**src/rtl/prefetch_queue.sv**
```systemverilog
// Instruction prefetch queue: captures the IP-mode fetch address, runs byte reads
// from memory and buffers the bytes in a small first-word-fall-through FIFO.
module prefetch_queue #(
    parameter int unsigned DEPTH = 6
) (
    input  logic        clk,
    input  logic        rst_n,
    input  logic [19:0] Direction,
    input  logic        flush,
    output logic        mem_req,
    output logic [19:0] mem_addr,
    input  logic        mem_ack,
    input  logic [7:0]  mem_rdata,
    input  logic        q_pop,
    output logic [7:0]  q_data,
    output logic        q_valid,
    output logic [2:0]  q_count
);

    localparam int unsigned AW = 20;
    localparam int unsigned DW = 8;
    localparam int unsigned IW = 3;
    localparam int unsigned CW = 3;

    typedef enum logic [1:0] {
        LOAD  = 2'd0,
        FETCH = 2'd1,
        FULL  = 2'd2
    } state_t;

    state_t          state, state_d;
    logic [AW-1:0]   fptr, fptr_d;
    logic [IW-1:0]   wr_idx, wr_d;
    logic [IW-1:0]   rd_idx, rd_d;
    logic [CW-1:0]   count_d;
    logic [AW-1:0]   mem_addr_d;
    logic [DW-1:0]   q_data_d;
    logic            mem_req_d;
    logic            q_valid_d;
    logic            push;
    logic            pop;
    logic [DW-1:0]   mem [DEPTH];

    function automatic logic [IW-1:0] next_idx(input logic [IW-1:0] i);
        return (i == IW'(DEPTH - 1)) ? '0 : i + IW'(1);
    endfunction

    // Next-state, pointer bookkeeping and registered-output values
    always_comb begin
        state_d    = state;
        fptr_d     = fptr;
        wr_d       = wr_idx;
        rd_d       = rd_idx;
        count_d    = q_count;
        push       = mem_req && mem_ack;
        pop        = q_pop && (q_count != '0);

        case (state)
            LOAD:    begin
                fptr_d  = Direction;
                state_d = FETCH;
            end
            FETCH:   if (push) fptr_d = fptr + AW'(1);
            FULL:    if (pop) state_d = FETCH;
            default: state_d = LOAD;
        endcase

        if (push) wr_d = next_idx(wr_idx);
        if (pop)  rd_d = next_idx(rd_idx);
        if (push && !pop)      count_d = q_count + CW'(1);
        else if (pop && !push) count_d = q_count - CW'(1);

        if (state == FETCH && count_d == CW'(DEPTH)) state_d = FULL;

        // A request is outstanding in every FETCH cycle; the address tracks fptr
        mem_req_d  = (state_d == FETCH);
        mem_addr_d = fptr_d;
        q_valid_d  = (count_d != '0);
        q_data_d   = (push && wr_idx == rd_d) ? mem_rdata : mem[rd_d];
    end

    // State register and all datapath registers; flush outranks every other update
    always_ff @(posedge clk or negedge rst_n) begin
        if (!rst_n) begin
            state    <= LOAD;
            fptr     <= '0;
            wr_idx   <= '0;
            rd_idx   <= '0;
            q_count  <= '0;
            q_valid  <= 1'b0;
            q_data   <= '0;
            mem_req  <= 1'b0;
            mem_addr <= '0;
            for (int unsigned i = 0; i < DEPTH; i++) mem[i] <= '0;
        end else if (flush) begin
            state    <= LOAD;
            wr_idx   <= '0;
            rd_idx   <= '0;
            q_count  <= '0;
            q_valid  <= 1'b0;
            q_data   <= '0;
            mem_req  <= 1'b0;
        end else begin
            state    <= state_d;
            fptr     <= fptr_d;
            wr_idx   <= wr_d;
            rd_idx   <= rd_d;
            q_count  <= count_d;
            q_valid  <= q_valid_d;
            q_data   <= q_data_d;
            mem_req  <= mem_req_d;
            mem_addr <= mem_addr_d;
            if (push) mem[wr_idx] <= mem_rdata;
        end
    end

endmodule

```
**config.mk**
```make
export PLATFORM = sky130hd
export DESIGN_NAME = prefetch_queue
export DESIGN_NICKNAME = d
export VERILOG_FILES = /design/src/rtl/prefetch_queue.sv
export SDC_FILE = /design/constraint.sdc
export NUM_CORES = 1
export LEC_CHECK = 0
export CAP_MARGIN = 20
export CORE_AREA = 2 2 127 190
export CTS_CLUSTER_SIZE = 16
export DETAILED_ROUTE_END_ITERATION = 16
export DIE_AREA = 0 0 129 192
export GPL_TIMING_DRIVEN = 0
export PLACE_DENSITY = 0.46
export SKIP_CTS_REPAIR_TIMING = 1
export SLEW_MARGIN = 20
export SYNTH_ARGS = -nofsm -noshare
export SYNTH_HDL_FRONTEND = slang
export SYNTH_SLANG_ARGS = --single-unit
export TNS_END_PERCENT = 100
```
**constraint.sdc**
```tcl
create_clock -name clk -period 2.5 [get_ports clk]
set_clock_uncertainty 0.15 [all_clocks]
set_input_delay 0.625 -clock clk [delete_from_list [all_inputs] [get_ports clk]]
set_output_delay 0.625 -clock clk [all_outputs]
set_load 0.01 [all_outputs]
```
Word-level counts from Yosys, hierarchy flattened. Cells that the tools add are included.

Output and inout port bits: 33. Word-level logic and storage cells: 74. Bits in registers: 89.

Equality and inequality tests: 8. Magnitude comparators: 3. Mux-type cells: 25. Reductions and logical operators: 16. Bitwise gates (word level): 3. Add/subtract/negate cells: 5.

Operators with widths (number): $bwmux 48 (1); $mux 8 (5); $pmux 20 s2 (1); $mux 3 (9); $bmux 8 s3 (1); $demux 8 s3 (1); $add 20x1->20 const B (1); $mux 20 (1); $add 3x1->3 const B (3); $eq 3x3->1 const B (3); $ge 4x4->1 const B (2); $not 3->4 (2); $logic_and 1x1->1 (7); $mux 2 (3); $pmux 2 s3 (1); $reduce_bool 3->1 (2); $eq 2x1->1 const B (2); $lt 4x1->1 const B (1); $reduce_bool 2->1 (2); $eq 3x3->1 (1); $reduce_and 3->1 (1); $sub 3x1->3 const B (1); $eq 2x2->1 const B (1); $logic_not 1->1 (2); 5 further kinds (6).

Depth between registers and ports, before layout.
Depth after elaboration: 10. Mapped depth: 10.

Worst setup path before layout. OpenSTA, ideal clock, no wires.

Kind: reg2reg. Start: register q_count[0]. End: register q_data[5]. Data required time: 2214 ps. Slack: 123 ps. Period minus slack after synthesis: 2377 ps. Library setup time: 136 ps. Buffers on the path: 2. Stages on the path, launching flop included: 10. Arrival time: 2091 ps. Cell sequence: dfrtp_1 inv_1 ha_1 nor2b_2 buf_6 buf_2 or3_1 a311o_1 o211ai_1 a21oi_1.

Word-level cells in the longest chain between the ends: 9. Elaborated cells on any way between the ends: 11. Classes of those cells: eq/ne: 1; mux: 6; bitwise: 1; reduce/logical: 3.

RTL lines: start: declaration (RTL line 17) `output logic [2:0] q_count`; start signal: assignment (RTL line 108) `q_count <= count_d;`; $reduce_bool 3->1 * (RTL line 56) `pop = q_pop && (q_count != '0);`; $logic_and 1x1->1 * (RTL line 56); $mux 3 * (RTL line 69) `if (pop) rd_d = next_idx(rd_idx);`; $not 3->4 (not written as such) (RTL line 79) `q_data_d = (push && wr_idx == rd_d) ? mem_rdata : mem[rd_d];`; $bmux 8 s3 (RTL line 79); $mux 8 (not written as such) (2 in series) (RTL line 79); $mux 8 * (RTL line 79); $mux 8 * (RTL line 95) `end else if (flush) begin`; end signal: assignment (RTL line 110) `q_data <= q_data_d;`; end: declaration (RTL line 15) `output logic [7:0] q_data,`.

Every way passes the cells marked *; elsewhere a longest branch is shown, timed or not. The select of a mux whose other input is x is not followed. A chain may end at the register's enable or synchronous reset.

Worst setup path in the final report.
Start: register q_count[0]. End: register q_data[4].

The elaborated chain is that of the path after synthesis.

==> impl_metrics.tcl <==
set metrics [dict create \
    status "finished clean" \
    path_class "flop to flop" \
    maxCapViolCount 0 \
    vias_per_cell 5.06 \
    grt_max_degree 53 \
    synth_area_um2 5240 \
    slew-limit-headroom_pct 50.4 \
    slowest_delay_ns 0.44 \
    required_ns 2.62 \
    hold_violations 0 \
    r2r-start "q_count[0]$_DFF_PN0_" \
    yosys_warnings 0 \
    first_pass_iters 5 \
    die_x_um 129 \
    nets 676 \
    grt_pass1_vias 4850 \
    drt-initial-drc-count 259 \
    period_share_pct 97.0 \
    yosys.cell_types.count 55 \
    synth_seq_cells 89 \
    dp_cells 940 \
    pin_count 66 \
    powerDensity_nw_per_um2 1130 \
    synth_edf_count 0 \
    io_buffers 65 \
    die_h_um 192 \
    numCtsBuffers 9 \
    antennaDiodeCount 0 \
    htreeDepth 3 \
    worst_ep_arrival_time_ns 2.54 \
    antenna_found_initial 0 \
    critPathMaxFanout 10 \
    utilization_pct 29.8 \
    ir_drop_mv 0.534 \
    yosysSeqAreaShare_pct 42.5 \
    detail_route.wl_per_cell_um 19.8 \
    clk_pin_slew_ns 0.07 \
    tightestPinTransition_ns 0.745 \
    grt_usage_pct 15.5 \
    worstSkewPairLatency_ns 0.35 \
    fin_cells 958 \
    synth_ff_type "dfrtp_1" \
    gp_congestion 0.830 \
    cpMaxStageDelayCell "dfrtp_2" \
    dp_hpwl_um 12900 \
    cts-root-buf "clkbuf_16" \
    clk_path_buf_depth 2 \
    vias 4844 \
    synth_top_area_share_pct 42.5 \
    setup-violations-final 0 \
    fin_hold_ws_ns 0.0198 \
    cts_sinks 89 \
    startpoint "q_count[0]$_DFF_PN0_" \
    ys_async_sr_fraction_pct 100 \
    power_mw 7.75 \
    drv_slew 0 \
    post_synth_inst_count 559 \
    max_freq_mhz 412 \
    wl_um 18900 \
    syn_area_per_cell_um2 9.37 \
    syn_to_final_growth_pct 31.0 \
    power.leakage_nw 2.66 \
    synth.area.top_cells "dfrtp_1 43%, mux2_2 10%, a21oi_1 4.4%" \
    cp-start-kind "flop" \
    cts_tree "yes" \
    path_cells "inv_1, ha_4, nor2b_4, buf_6, buf_8, nor4_1, a2111oi_1, a311o_1, o211ai_1, a21oi_1" \
    initial_core_util_pct 22.7 \
    rows 68 \
    overflow 0 \
    setup_tns_ns 0 \
    grt_pass1_wl_um 29000 \
    synth_top_area_cell "dfrtp_1" \
    drc 0 \
    syn_nets 596 \
    coreArea_um2 23100 \
    drtAntennaViolNets 0 \
    endpoint_kind "flop" \
    min_period_ns 2.42 \
    die-area_um2 24800 \
    drive_gt1_share_pct 20.2 \
    worstHoldPathType "primary input to asynchronous set/reset pin" \
]
==> metrics by stage <==
step / setup slack, ns / cell area, um2
floorplan: 0.123 / 5240
global placement: -3.03 / 6280
detailed placement: -0.801 / 6310
CTS: -0.477 / 6630
global route: -0.0498 / 6860
finish: 0.0754 / 6860
==> cell type report <==
cell class | count | area, um2
clock inverter | 6 | 93.8
fill | 2476 | 16200
multi-input combinational | 423 | 2930
clock buffer | 9 | 225
buffer | 38 | 228
tap | 315 | 394
sequential | 89 | 2230
inverter | 5 | 18.8
timing repair buffer | 73 | 747
==> synthesized netlist by cell type (2+ instances only) <==
cell type,instances
nand2_1,58
a311o_1,8
mux2i_1,18
o22ai_1,7
inv_1,5
xnor2_1,5
a31oi_1,3
nand4b_1,2
ha_1,4
or2_2,2
o211ai_1,16
nand2b_1,18
clkbuf_1,26
nor4_1,8
a2111oi_0,8
buf_4,3
or3_1,10
and3_1,6
nand3_1,33
mux2_2,48
and4_1,2
o21ai_0,36
dfrtp_1,89
nor2_1,29
a211oi_1,8
nor3_1,11
a21oi_1,46
nand4_1,2
a22oi_1,9
mux2_4,2
buf_2,10
and2_1,4
==> worst paths after layout <==
| kind | endpoint | slack [ns] | cells after the start |
|---|---|---|---|
| worst min-delay path | q_data[4]$_DFF_PN0_ | 0.02 | 1 |
| worst min register to register | mem[2]$_DFFE_PN0P_ | 0.39 | 1 |
| min in group clk | mem[2]$_DFFE_PN0P_ | 0.39 | 1 |
| max in group asynchronous | q_count[1]$_DFF_PN0_ | 1.55 | 2 |
| worst max-delay path | q_data[4]$_DFF_PN0_ | 0.08 | 10 |
| worst max register to register | q_data[4]$_DFF_PN0_ | 0.08 | 10 |
==> placed cells by master, fill, tap and decap left out, types with 6 or more instances in the layout <==
master           instances
a211oi_1                 8
a21oi_1                 45
a22oi_1                  9
a311o_1                  8
buf_4                   11
clkbuf_1                12
clkbuf_16                9
clkbuf_2                10
clkdlybuf4s50_1         63
dfrtp_1                 87
mux2_2                  48
mux2i_1                 18
nand2_1                 56
nand2b_1                18
nand3_1                 33
nor2_1                  27
nor3_1                  10
nor4_1                   6
o211ai_1                16
o21ai_0                 35
o22ai_1                  7
or3_1                   10
==> registers in the layout, indices dropped and copies added, names as in the netlist <==
| name | count |
|---|---|
| q_count | 3 |
| fptr | 20 |
| mem_req | 1 |
| rd_idx | 3 |
| q_valid | 1 |
| mem | 48 |
| state | 2 |
| wr_idx | 3 |
| q_data | 8 |
==> report_power, final <==
group / internal, mW / switching [mW] / total [mW] / leakage (nW)
registers: 1.85 / 0.439 / 2.29 / 1.13
logic: 1.81 / 2.14 / 3.96 / 1.37
clock network: 0.876 / 0.619 / 1.50 / 0.152
total: 4.55 / 3.20 / 7.75 / 2.66
==> worst max-delay path, delay by kind of cell (launching register included) <==
family / cells / cell delay (ns)
AOI/OAI and AO/OA: 4 / 0.91
buffers and inverters: 3 / 0.46
DFF: 1 / 0.44
and+or+nand+nor: 2 / 0.21
adders and majority gates: 1 / 0.17
==> layer usage <==
layer	track usage, %	up-vias	part of all wire, %
met5	0	-	0
met4	7.02	0	3.4
met3	2.81	33	5.5
met2	26.9	170	51
met1	18.5	2419	40
li1	-	2222	-
==> cells by family (layout without fill, tap and decap cells) <==
| group | Yosys count | after routing | share of synthesized area (%) |
|---|---|---|---|
| fa+ha+maj | 4 | 4 | 0.955 |
| simple gates | 193 | 193 | 18.7 |
| xor+xnor | 6 | 6 | 1.00 |
| flops | 89 | 89 | 42.5 |
| buf+inv | 47 | 131 | 4.18 |
| compound gates | 152 | 152 | 18.4 |
| mux | 68 | 68 | 14.3 |
Power figures use the tool's default switching activity.
